$ cat config.mk
export PLATFORM = sky130hd
export DESIGN_NAME = seq_pattern_gen
export DESIGN_NICKNAME = d
export VERILOG_FILES = /design/src/rtl/seq_pattern_gen_pkg.sv /design/src/rtl/seq_pattern_gen_shift_reg.sv /design/src/rtl/seq_pattern_gen.sv
export SDC_FILE = /design/constraint.sdc
export NUM_CORES = 1
export LEC_CHECK = 0
export ABC_AREA = 1
export CELL_PAD_IN_SITES_DETAIL_PLACEMENT = 1
export CELL_PAD_IN_SITES_GLOBAL_PLACEMENT = 1
export CORE_UTILIZATION = 38
export CTS_CLUSTER_DIAMETER = 60
export DETAILED_ROUTE_END_ITERATION = 12
export HOLD_SLACK_MARGIN = 0.05
export PLACE_DENSITY_LB_ADDON = 0.1
export SLEW_MARGIN = 40
export SYNTH_ARGS = -nofsm -noshare
export SYNTH_HDL_FRONTEND = slang
export SYNTH_HIERARCHICAL = 1
export SYNTH_SLANG_ARGS = --single-unit
$ cat constraint.sdc
create_clock -name clk -period 2.4 [get_ports clk]
set_input_delay 0.48 -clock clk [delete_from_list [all_inputs] [get_ports clk]]
set_output_delay 0.48 -clock clk [all_outputs]
set_load 0.1 [all_outputs]
$ cat src/rtl/seq_pattern_gen_pkg.sv
// Shared types and defaults for the serial pattern transmitter.
// State enum is also used by benches that decode the FSM.
package seq_gen_pkg;

  localparam int PAT_W_DEF = 6;
  localparam int CNT_W_DEF = 4;
  localparam int GAP_W_DEF = 3;

  localparam logic [PAT_W_DEF-1:0] DEFAULT_PATTERN = 6'b110011;

  typedef enum logic [1:0] {
    IDLE  = 2'd0,
    SHIFT = 2'd1,
    GAP   = 2'd2
  } seq_gen_state_t;

endpackage

$ cat src/rtl/seq_pattern_gen_shift_reg.sv
// Pattern holder with an MSB-first bit index; load captures, advance steps on accept.
// The index wraps to the MSB after bit 0, so a repeat needs no separate reload.
module pattern_shift_reg #(
  parameter int PAT_W = 6
) (
  input  logic             clk,
  input  logic             reset,
  input  logic             i_load,
  input  logic [PAT_W-1:0] i_pattern,
  input  logic             i_adv,
  output logic             o_last,
  output logic             o_bit_nxt
);

  localparam int              IDX_W   = $clog2(PAT_W);
  localparam logic [IDX_W-1:0] IDX_MSB = IDX_W'(PAT_W - 1);

  logic [PAT_W-1:0] r_pat;
  logic [PAT_W-1:0] w_pat_nxt;
  logic [IDX_W-1:0] r_idx;
  logic [IDX_W-1:0] w_idx_nxt;

  always_comb begin
    w_pat_nxt = r_pat;
    w_idx_nxt = r_idx;
    if (i_load) begin
      w_pat_nxt = i_pattern;
      w_idx_nxt = IDX_MSB;
    end else if (i_adv) begin
      w_idx_nxt = (r_idx == '0) ? IDX_MSB : r_idx - IDX_W'(1);
    end
  end

  always_ff @(posedge clk or posedge reset) begin
    if (reset) begin
      r_pat <= '0;
      r_idx <= IDX_MSB;
    end else begin
      r_pat <= w_pat_nxt;
      r_idx <= w_idx_nxt;
    end
  end

  assign o_last = (r_idx == '0);
  // Look-ahead bit lets the top register dout instead of muxing it combinationally.
  assign o_bit_nxt = w_pat_nxt[w_idx_nxt];

endmodule

$ cat src/rtl/seq_pattern_gen.sv
// Serial pattern transmitter: MSB-first, repeat_n+1 copies, optional idle gaps.
// All outputs are registered from next-state values; ready=0 freezes SHIFT.
module seq_pattern_gen
  import seq_gen_pkg::*;
#(
  parameter int PAT_W = PAT_W_DEF,
  parameter int CNT_W = CNT_W_DEF,
  parameter int GAP_W = GAP_W_DEF
) (
  input  logic             clk,
  input  logic             reset,
  input  logic             start,
  input  logic [PAT_W-1:0] pattern,
  input  logic [CNT_W-1:0] repeat_n,
  input  logic [GAP_W-1:0] gap,
  input  logic             abort,
  input  logic             ready,
  output logic             dout,
  output logic             dout_valid,
  output logic             busy,
  output logic             done
);

  seq_gen_state_t   r_state;
  seq_gen_state_t   w_state_nxt;
  logic [CNT_W-1:0] r_rep;
  logic [CNT_W-1:0] w_rep_nxt;
  logic [GAP_W-1:0] r_gap_q;
  logic [GAP_W-1:0] r_gap_cnt;
  logic [GAP_W-1:0] w_gap_cnt_nxt;
  logic             w_load;
  logic             w_adv;
  logic             w_done_nxt;
  logic             w_last;
  logic             w_bit_nxt;
  logic             r_dout;
  logic             r_vld;
  logic             r_busy;
  logic             r_done;

  pattern_shift_reg #(.PAT_W(PAT_W)) u_shift (
    .clk       (clk),
    .reset     (reset),
    .i_load    (w_load),
    .i_pattern (pattern),
    .i_adv     (w_adv),
    .o_last    (w_last),
    .o_bit_nxt (w_bit_nxt)
  );

  always_comb begin
    w_state_nxt   = r_state;
    w_rep_nxt     = r_rep;
    w_gap_cnt_nxt = r_gap_cnt;
    w_load        = 1'b0;
    w_adv         = 1'b0;
    w_done_nxt    = 1'b0;
    case (r_state)
      IDLE: begin
        if (start) begin
          w_state_nxt = SHIFT;
          w_load      = 1'b1;
          w_rep_nxt   = repeat_n;
        end
      end
      SHIFT: begin
        if (abort) begin
          w_state_nxt = IDLE;
        end else if (ready) begin
          w_adv = 1'b1;
          if (w_last) begin
            if (r_rep == '0) begin
              w_state_nxt = IDLE;
              w_done_nxt  = 1'b1;
            end else begin
              w_rep_nxt = r_rep - CNT_W'(1);
              if (r_gap_q != '0) begin
                w_state_nxt   = GAP;
                w_gap_cnt_nxt = r_gap_q;
              end
            end
          end
        end
      end
      GAP: begin
        if (abort) begin
          w_state_nxt = IDLE;
        end else begin
          w_gap_cnt_nxt = r_gap_cnt - GAP_W'(1);
          if (r_gap_cnt == GAP_W'(1)) w_state_nxt = SHIFT;
        end
      end
      default: w_state_nxt = IDLE;
    endcase
  end

  always_ff @(posedge clk or posedge reset) begin
    if (reset) begin
      r_state   <= IDLE;
      r_rep     <= '0;
      r_gap_q   <= '0;
      r_gap_cnt <= '0;
      r_dout    <= 1'b0;
      r_vld     <= 1'b0;
      r_busy    <= 1'b0;
      r_done    <= 1'b0;
    end else begin
      r_state   <= w_state_nxt;
      r_rep     <= w_rep_nxt;
      r_gap_cnt <= w_gap_cnt_nxt;
      if (w_load) r_gap_q <= gap;
      r_dout    <= (w_state_nxt == SHIFT) && w_bit_nxt;
      r_vld     <= (w_state_nxt == SHIFT);
      r_busy    <= (w_state_nxt != IDLE);
      r_done    <= w_done_nxt;
    end
  end

  assign dout       = r_dout;
  assign dout_valid = r_vld;
  assign busy       = r_busy;
  assign done       = r_done;

endmodule
# Yosys cells after proc, flatten, opt, wreduce, memory -nomap -nowiden

Cells that the tools add are included.

Register bits after elaboration: 25
Output and inout port bits: 4
Logic and storage cells: 73
Bits of input ports: 18

Add/sub/neg operators: 3
Reductions and logical operators: 10
Equality and inequality tests: 11
Muxes and demuxes: 38
$lt $le $gt $ge: 1

Operators by type and width:

| cell                                                                          | count |
|---|---|
| 3-bit two-way mux                                                             | 9 |
| 4-bit two-way mux                                                             | 5 |
| 2-bit two-way mux                                                             | 8 |
| 2-bit inequality test (second input constant)                                 | 6 |
| 1-bit two-way mux                                                             | 11 |
| 4-bit one-hot mux with 2 select lines                                         | 1 |
| 7-bit AND reduction                                                           | 1 |
| 6-bit two-way mux                                                             | 1 |
| 2-bit one-hot mux with 3 select lines                                         | 1 |
| 3-bit one-hot mux with 2 select lines                                         | 1 |
| 6-bit AND reduction                                                           | 1 |
| 2-bit nonzero test                                                            | 3 |
| 3-bit by 1-bit subtractor with 3-bit output (second input constant)           | 2 |
| 2-bit by 1-bit == test with 1-bit output (second input constant)              | 2 |
| 4-bit logical NOT                                                             | 1 |
| 3-bit by 4-bit less-than comparator with 1-bit output (second input constant) | 1 |
| 4-bit by 1-bit subtractor with 4-bit output (second input constant)           | 1 |
| 1-bit binary-select mux with 3-bit select                                     | 1 |
| 3-bit by 1-bit == test with 1-bit output (second input constant)              | 1 |
| 3-bit logical NOT                                                             | 1 |
| 3-bit nonzero test                                                            | 1 |
| 2-bit == test (second input constant)                                         | 1 |
| 2-bit logical NOT                                                             | 1 |
| 2-bit by 1-bit inequality test with 1-bit output (second input constant)      | 1 |
| 1-bit logical AND                                                             | 1 |

# Longest topological paths before layout

Gate-level depths: netlist of the first run.

Depth after elaboration: 9
Mapped depth: 14
Depth with buffers taken out: 14

# Hierarchy

The synthesis of the first run kept the hierarchy.

Modules (own cells, without submodules):

| module            | instances | area an instance (µm²) | sequential area each (µm²) | cells each |
|---|---|---|---|---|
| seq_pattern_gen   | 1         | 930.9                  | 400.4                      | 127 |
| pattern_shift_reg | 1         | 538.0                  | 227.7                      | 71 |

# Worst setup path before layout of the first run

OpenSTA, ideal clock, no wires.

Path kind: reg2reg
Start point: register r_state[1]
End point: register r_dout, in the netlist dout
Path buffers: 0
Slack: 0.547 ns
Arrival: 1.740 ns
Data required time: 2.287 ns
Setup time: 0.113 ns
Stages on the path, launching flop included: 13
Period minus slack after synthesis: 1.853 ns
Cells stage by stage: dfrtp_1 inv_2 nand2_4 nor3b_1 inv_2 nor2_1 o21ai_1 o211ai_2 nor2_1 nand2_1 nand2_1 inv_1 nor2_2

Elaborated cells between the ends (all ways): 21
Those cells by class: eq/ne (3); mux (16); reduce/logical (2)

RTL lines:

| what                                      | line                            | source |
|---|---|---|
| start: declaration                        | seq_pattern_gen.sv:24           | `seq_gen_state_t r_state;` |
| start signal: assignment                  | seq_pattern_gen.sv:108          | `r_state <= w_state_nxt;` |
| 2-bit by 1-bit == test with 1-bit output  | seq_pattern_gen.sv:58           | `case (r_state)` |
| 1-bit two-way mux                         | seq_pattern_gen.sv:58           |  |
| net w_adv                                 | seq_pattern_gen.sv:32           | `logic w_adv;` |
| 3-bit two-way mux                         | seq_pattern_gen_shift_reg.sv:29 | `end else if (i_adv) begin` |
| 3-bit two-way mux                         | seq_pattern_gen_shift_reg.sv:26 | `if (i_load) begin` |
| 1-bit binary-select mux with 3-bit select | seq_pattern_gen_shift_reg.sv:46 | `assign o_bit_nxt = w_pat_nxt[w_idx_nxt];` |
| 1-bit two-way mux (not written as such)   | seq_pattern_gen_shift_reg.sv:46 |  |
| net w_bit_nxt                             | seq_pattern_gen.sv:35           | `logic w_bit_nxt;` |
| 1-bit logical AND                         | seq_pattern_gen.sv:112          | `r_dout <= (w_state_nxt == SHIFT) && w_bit_nxt;` |
| end signal: assignment                    | seq_pattern_gen.sv:112          |  |
| end: declaration                          | seq_pattern_gen.sv:36           | `logic r_dout;` |

The timed path passes the listed nets, and every way through them passes these cells. The select of a mux whose other input is x is not followed.
A chain may end at the register's enable or synchronous reset.

# Worst setup path in the final report of the first run

Start point: input start
End point: register r_dout, in the netlist dout

Word-level cells in the longest chain between the ends: 6
Elaborated cells between the ends (all ways): 10
Those cells by class: eq/ne (1); mux (8); reduce/logical (1)

RTL lines:

| what                                                   | line                            | source |
|---|---|---|
| start: declaration                                     | seq_pattern_gen.sv:12           | `input logic start,` |
| 1-bit two-way mux *                                    | seq_pattern_gen.sv:60           | `if (start) begin` |
| 1-bit two-way mux *                                    | seq_pattern_gen.sv:58           |  |
| net w_load                                             | seq_pattern_gen.sv:31           | `logic w_load;` |
| 6-bit two-way mux or 3-bit two-way mux (tied branches) | seq_pattern_gen_shift_reg.sv:26 |  |
| 1-bit binary-select mux with 3-bit select *            | seq_pattern_gen_shift_reg.sv:46 |  |
| 1-bit two-way mux (not written as such) *              | seq_pattern_gen_shift_reg.sv:46 |  |
| net w_bit_nxt                                          | seq_pattern_gen.sv:35           |  |
| 1-bit logical AND *                                    | seq_pattern_gen.sv:112          |  |

The timed path passes the listed nets; every way through them passes the cells marked *. The select of a mux whose other input is x is not followed.

==> impl_summary.txt, run 1 <==
----------------------------------------------------
[Run status]
  Outcome ... finished, final reports clean

[Die]
  Starting density of the core ... 39.8%
  Area of the core region ... 3690 um^2
  Die height ... 64.2 um
  Standard-cell row count ... 22
  Total Die Area ... 4120 um^2
  Die width ... 64.2 um
  Number of top-level pins ... 22

[Power]
  Leak Pwr ... 0.987 nW
  Net switching component of the power ... 0.728 mW
  Comb power frac ... 45.7%
  Maximum vdd ir drop ... 0.366 mV
  PD cells ... 929 nW/um^2
  Share of total power in sequential cells ... 38.7%
  Cell-internal power ... 0.925 mW
  Switch share ... 44.0%
  Total power ... 1.65 mW
  Clk network pwr share ... 15.6%

[Finish]
  Final nets ... 247
  Layout cells sized above 1 ... 18.8%
  Total area of multi-input combinational cells ... 673 um^2
  Sequential Area ... 628 um^2
  Fill cell count ... 483
  Number of antenna repair diodes ... 0
  Top library cells by usage in the layout, fill and taps aside ... 70 x sky130_fd_sc_hd__nand2_1, 30 x sky130_fd_sc_hd__inv_1, 23 x sky130_fd_sc_hd__dfrtp_1, 17 x sky130_fd_sc_hd__clkdlybuf4s50_1, 12 x sky130_fd_sc_hd__nand3_1
  Most common cell after layout, fill and taps aside ... sky130_fd_sc_hd__nand2_1
  Area growth syn-to-layout ... 21.1%

[Critical path]
  Max Fanout on Critical Path ... 15
  Endpoint arrival time on the critical path ... 2.07 ns
  Worst flop-to-flop path startpoint ... r_state[1]$_DFF_PP0_
  End of the worst register-to-register path ... dout$_DFF_PP0_
  Minimum setup slack among reg-to-reg paths ... 0.59 ns
  Depth of the worst register-to-register path ... 13
  CP Capture Type ... register
  Worst path required time ... 2.61 ns
  Crit start category ... input pin
  Setup CP Type ... in -> reg

[Clock network]
  CTS tree ... yes
  Post-CTS setup repair buffer count ... 0
  Clock slew at the register clock pins of the worst setup and hold paths ... 0.09 ns
  Total clock buffers created by CTS ... 3
  CTS Buffer Depth ... 2
  Clock insertion delay at the later pin of the skew report ... 0.27 ns
  Number of clock sinks ... 25
  Post-CTS Hold Fix Bufs ... 0
  Number of H-tree levels ... 1
  CTS root buf ... sky130_fd_sc_hd__clkbuf_8
  Resize count post-CTS ... 0

[Timing]
  Setup skew after layout ... 0.00607 ns
  Final-layout worst hold slack ... 0.482 ns
  Normalized max-slew margin ... 57.8%
  Final slew viol count ... 0
  Number of endpoints failing setup at the final stage ... 0
  Setup TNS ... 0 ns
  Worst-Margin Slew ... 0.633 ns
  Final Hold Fails ... 0
  Final cycle utilization of the critical path ... 77.3%
  Fmax achieved ... 539 MHz
  Setup repair after global routing missed its margin ... no
  Min Tclk post-route ... 1.86 ns

[Yosys]
  Post-synthesis instance area ... 1470 um^2
  FF+latch count, synth ... 25
  Part of the Yosys area used for sequential elements ... 42.8%
  Unique masters post-synth ... 27
  Syn_nets ... 220
  Number of warnings reported in the yosys synthesis log ... 6
  Synthesized instance count ... 198
  Avg Inst Size Synth ... 7.42 um^2

[Routing]
  DRC violation total after the first TritonRoute iteration ... 48
  First-pass iteration count of the detailed router ... 4
  Routed vias ... 1240
  Vias per Instance ... 4.56
  DRC errors left ... 0
  Total wirelength of the detailed-routed design ... 3.27 mm
  Count of antenna-violating nets left after detailed routing ... 0
  Wire length per cell after detailed routing ... 12.0 um

[Global routing]
  Number of global-route vias before repair ... 1266
  GRT Resource Usage Total ... 17.4%
  Leftover overflow at the end of global routing ... 0
  Initial antenna violation count ... 0
  Wire length of the first global-routing pass ... 5.48 mm
  Maximum number of pins on one net before global-route repair ... 17

[Worst hold path]
  Origin of the worst min-delay path ... r_gap_cnt[1]$_DFFE_PP0P_
  Path class of the lowest-slack min-delay path ... reg -> reg
  Sink of the worst hold path ... r_gap_cnt[1]$_DFFE_PP0P_
  WHS Path Cells ... 2

[Placement]
  HPWL after detailed placement ... 2.66 mm
  Last weighted congestion value of the routability-driven placer ... 0.771
  Number of port buffers ... 21

[Flow run]
  Number of violations of the max-capacitance limit ... 0

----------------------------------------------------
sequential cells by signal (all words and copies together), names as in the netlist:
register / count
r_gap_q: 3
dout: 1
r_state: 2
r_rep: 4
u_shift/r_pat: 6
r_gap_cnt: 3
u_shift/r_idx: 3
busy: 1
done: 1
dout_valid: 1
cell usage after synthesis:
cell	n	share of area [%]
sky130_fd_sc_hd__a21boi_0	1	0.51
sky130_fd_sc_hd__a21oi_1	2	0.68
sky130_fd_sc_hd__a21oi_2	1	0.60
sky130_fd_sc_hd__a21oi_4	1	1.1
sky130_fd_sc_hd__and2_0	1	0.43
sky130_fd_sc_hd__buf_6	1	0.77
sky130_fd_sc_hd__dfrtp_1	23	39
sky130_fd_sc_hd__dfstp_2	2	3.6
sky130_fd_sc_hd__ha_1	4	3.4
sky130_fd_sc_hd__inv_1	30	7.7
sky130_fd_sc_hd__inv_2	10	2.6
sky130_fd_sc_hd__inv_4	1	0.43
sky130_fd_sc_hd__nand2_1	70	18
sky130_fd_sc_hd__nand2_2	7	3.0
sky130_fd_sc_hd__nand2_4	2	1.5
sky130_fd_sc_hd__nand3_1	12	4.1
sky130_fd_sc_hd__nand3_4	1	1.2
sky130_fd_sc_hd__nor2_1	9	2.3
sky130_fd_sc_hd__nor2_2	4	1.7
sky130_fd_sc_hd__nor2_4	2	1.5
sky130_fd_sc_hd__nor3_1	1	0.34
sky130_fd_sc_hd__nor3b_1	1	0.51
sky130_fd_sc_hd__o211ai_2	1	0.85
sky130_fd_sc_hd__o21a_1	1	0.51
sky130_fd_sc_hd__o21ai_0	5	1.7
sky130_fd_sc_hd__o21ai_1	4	1.4
sky130_fd_sc_hd__xor2_1	1	0.60
through the flow:
stage          instance area, um^2  worst slack [ns]  utilization [%]  instances
2_1_floorplan                 1470             0.547                -        198
3_3_place_gp                  1730             0.257             47.0        268
3_5_place_dp                  1730             0.242             47.0        268
4_1_cts                       1780             0.528             48.2        272
5_1_grt                       1780             0.413             48.2        272
6_report                      1780             0.544             48.2        272
worst max path at each step:
stage                    startpoint             end  slack [ns]  cells after the start
2_1_floorplan  r_state[1]$_DFF_PP0_  dout$_DFF_PP0_        0.55                     12
3_3_place_gp                  start  dout$_DFF_PP0_        0.26                     10
3_5_place_dp                  start  dout$_DFF_PP0_        0.24                     13
4_1_cts                       start  dout$_DFF_PP0_        0.53                     13
5_1_grt        r_state[1]$_DFF_PP0_  dout$_DFF_PP0_        0.41                     14
6_report                      start  dout$_DFF_PP0_        0.54                     10
worst max-delay path: stages:
cell                              delay [ns]
sky130_fd_sc_hd__clkdlybuf4s50_1        0.51
sky130_fd_sc_hd__nand3_4                0.10
sky130_fd_sc_hd__inv_2                  0.27
sky130_fd_sc_hd__nand2_1                0.08
sky130_fd_sc_hd__and2_0                 0.19
sky130_fd_sc_hd__a21oi_1                0.17
sky130_fd_sc_hd__nand2_1                0.06
sky130_fd_sc_hd__nand2_1                0.06
sky130_fd_sc_hd__inv_1                  0.04
sky130_fd_sc_hd__nor2_2                 0.09
kinds of logic (layout without fill, tap and decap cells):
family	count (synthesis)	count (layout)	share of synthesized area (%)
buffers and inverters	42	68	11.4
AOI/OAI and AO/OA	16	16	7.33
DFF	25	25	42.8
and+or+nand+nor	110	110	34.5
adders and majority gates	4	4	3.41
xor gates and xnor gates	1	1	0.596
layout make-up:
type / count / area share (%)
Sequential cell: 25 / 35.3
Multi-Input combinational cell: 131 / 37.8
Clock buffer: 3 / 2.32
Tap cell: 48 / 3.38
Inverter: 41 / 8.79
Clock inverter: 1 / 0.281
Timing Repair Buffer: 23 / 12.1
power groups by stage:
stage	registers, mW	logic [mW]	clock network [mW]
4_1_cts	0.641	0.775	0.268
5_1_grt	0.655	0.856	0.285
3_3_place_gp	0.642	0.736	0
6_report	0.639	0.756	0.258
3_5_place_dp	0.649	0.771	0
2_1_floorplan	0.727	0.491	0
routing by layer:
| layer | vias up | global-route usage [%] | wire (um) |
|---|---|---|---|
| met4 | 0 | 6.67 | 51 |
| met2 | 10 | 33.4 | 1790 |
| met5 | - | 0 | 0 |
| met1 | 585 | 19.4 | 1370 |
| li1 | 641 | - | - |
| met3 | 4 | 2.14 | 57 |
(Power assumes the default switching activity.)
==> run 2: changes to the inputs <==
Settings changed: CORE_UTILIZATION 38 to 35.
Clock period 2.4 ns to 1.65 ns, I/O delays scaled along.
==> run 2 against run 1 <==
The flow now finishes with violations (negative setup slack). Count of clock-buffer cells in the layout is 1 higher. Global-route usage is 0.92 points higher. Clock skew is 0.0035 ns lower. Hold slack worse by 0.15 ns. Via count is 8.7% higher. Sequential share of layout area is 4.2 points lower. Non-clock buffer count is 17 higher. Flip-flop and latch count stayed put. Core utilization is 1.8 points higher. Critical path depth is 2 higher. Critical path type is now reg -> reg. Largest cell class unchanged. Highest routed layer unchanged.
==> impl_summary.txt, run 2 (synthesis results as in run 1) <==
----------------------------------------------------
[Run status]
  Outcome ... finished with violations
  Failing checks ... negative setup slack

[Routing]
  DRC violation total after the first TritonRoute iteration ... 46
  Count of antenna-violating nets left after detailed routing ... 0
  Routed vias ... 1348
  DRC errors left ... 0
  Total wirelength of the detailed-routed design ... 3.71 mm
  Vias per Instance ... 4.63
  Wire length per cell after detailed routing ... 12.7 um
  First-pass iteration count of the detailed router ... 3

[Clock network]
  Number of H-tree levels ... 1
  CTS root buf ... sky130_fd_sc_hd__clkbuf_8
  CTS tree ... yes
  CTS Buffer Depth ... 2
  Number of clock sinks ... 25
  Clock slew at the register clock pins of the worst setup and hold paths ... 0.09 ns
  Post-CTS Hold Fix Bufs ... 0
  Clock insertion delay at the later pin of the skew report ... 0.28 ns
  Total clock buffers created by CTS ... 3

[Global routing]
  Leftover overflow at the end of global routing ... 0
  GRT Resource Usage Total ... 18.4%
  Wire length of the first global-routing pass ... 6.02 mm
  Maximum number of pins on one net before global-route repair ... 17
  Number of global-route vias before repair ... 1409
  Initial antenna violation count ... 0

[Timing]
  Worst-Margin Slew ... 0.348 ns
  Number of endpoints failing setup at the final stage ... 1
  Final slew viol count ... 0
  Setup skew after layout ... 0.00253 ns
  Normalized max-slew margin ... 76.8%
  Setup repair after global routing missed its margin ... yes
  Min Tclk post-route ... 1.66 ns
  Final critical-path setup slack ... -0.00700 ns
  Final Hold Fails ... 0
  Final cycle utilization of the critical path ... 100%
  Fmax achieved ... 603 MHz

[Critical path]
  Depth of the worst register-to-register path ... 12
  Endpoint arrival time on the critical path ... 1.88 ns
  Worst path required time ... 1.87 ns
  Setup CP Type ... reg -> reg
  Max Fanout on Critical Path ... 5
  Crit start category ... register
  CP Capture Type ... register

[Die]
  Standard-cell row count ... 23
  Die width ... 66.8 um
  Area of the core region ... 4030 um^2
  Starting density of the core ... 36.5%
  Total Die Area ... 4460 um^2
  Number of top-level pins ... 22
  Die height ... 66.8 um

[Placement]
  Placed Cells incl. Taps ... 281
  HPWL after detailed placement ... 2.90 mm
  Last weighted congestion value of the routability-driven placer ... 0.859
  Number of port buffers ... 21

[Power]
  Leak Pwr ... 1.09 nW
  Maximum vdd ir drop ... 0.539 mV
  Total power ... 2.68 mW
  PD cells ... 1330 nW/um^2

[Finish]
  Fill cell count ... 509
  Max FFs per register ... 6
  Registers with the most flip-flops ... u_shift/r_pat x6, r_rep x4
  Top reg by flops ... u_shift/r_pat
  Most common cell after layout, fill and taps aside ... sky130_fd_sc_hd__nand2_1
  Final nets ... 264
  Filler-free cell count of the finished design ... 291
  Layout cells sized above 1 ... 27.8%
  Sequential Area ... 628 um^2
  Top library cells by usage in the layout, fill and taps aside ... 67 x sky130_fd_sc_hd__nand2_1, 29 x sky130_fd_sc_hd__inv_1, 23 x sky130_fd_sc_hd__dfrtp_1, 18 x sky130_fd_sc_hd__buf_4, 17 x sky130_fd_sc_hd__clkdlybuf4s50_1
  Total area of multi-input combinational cells ... 717 um^2
  Number of antenna repair diodes ... 0
  Area growth syn-to-layout ... 37.3%

[Flow run]
  Number of violations of the max-capacitance limit ... 0

[Worst hold path]
  Path class of the lowest-slack min-delay path ... in -> async

----------------------------------------------------
-- run 2: final timing paths --
| kind | start | slack (ns) | to |
|---|---|---|---|
| setup / recovery | r_state[1]$_DFF_PP0_ | -0.007 | dout$_DFF_PP0_ |
| max in group asynchronous | reset | 1.02 | u_shift/r_idx[2]$_DFF_PP1_ |
| min in group clk | r_gap_cnt[1]$_DFFE_PP0P_ | 0.48 | r_gap_cnt[1]$_DFFE_PP0P_ |
| hold / removal | reset | 0.33 | u_shift/r_pat[2]$_DFF_PP0_ |
| hold reg to reg | r_gap_cnt[1]$_DFFE_PP0P_ | 0.48 | r_gap_cnt[1]$_DFFE_PP0P_ |
| setup reg to reg | r_state[1]$_DFF_PP0_ | -0.007 | dout$_DFF_PP0_ |
-- run 2: power by group --
part	switching, mW	internal (mW)
Sequential	0.130	0.803
Combinational	0.815	0.538
Clock	0.218	0.174
Total	1.16	1.52
-- run 2: routing by layer --
metal	part of all wire (%)	wire length, um	GRT usage, %	vias up
met5	0	0	0	-
met4	1.5	57	7.98	0
met3	2.1	78	2.74	5
met2	57	2100	35.6	15
met1	40	1470	19.1	649
li1	-	-	-	679
-- run 2: final cells by class --
type / instances / share of cell area (%)
tap: 50 / 3.10
inverter: 41 / 7.88
clock buffer: 4 / 2.23
sequential: 25 / 31.1
timing repair buffer: 40 / 20.1
multi-input combinational: 131 / 35.5
-- run 2: worst max-delay path, cell delays in order, from the launching register on --
cell	delay [ns]
sky130_fd_sc_hd__dfrtp_1	0.40
sky130_fd_sc_hd__inv_2	0.12
sky130_fd_sc_hd__nand2_4	0.07
sky130_fd_sc_hd__nor3b_4	0.24
sky130_fd_sc_hd__buf_4	0.16
sky130_fd_sc_hd__a21oi_4	0.07
sky130_fd_sc_hd__nand2_4	0.11
sky130_fd_sc_hd__nor2_1	0.06
sky130_fd_sc_hd__a21oi_1	0.13
sky130_fd_sc_hd__nand2_1	0.08
sky130_fd_sc_hd__nand2_1	0.08
sky130_fd_sc_hd__inv_2	0.04
sky130_fd_sc_hd__nor2_2	0.06
-- run 2: timing repair --
| action | 4_1_cts | 5_1_grt |
|---|---|---|
| setup endpoints to repair | 1 | 1 |
| gates resized for setup | 2 | 9 |
| setup buffers | 2 | 4 |
| pin swaps | 1 | 7 |
-- run 2: metrics by stage --
stage	utilization, %	setup TNS, ns	setup WS, ns	hold WS, ns	area (um^2)
5_1_grt	50.1	-0.108	-0.108	0.379	2020
3_5_place_dp	46.6	-0.714	-0.336	0.463	1880
6_report	50.1	-0.00700	-0.00700	0.334	2020
4_1_cts	48.3	0	0.000547	0.339	1940
2_1_floorplan	-	0	0.0320	0.156	1480
3_3_place_gp	46.6	-0.509	-0.275	0.460	1880
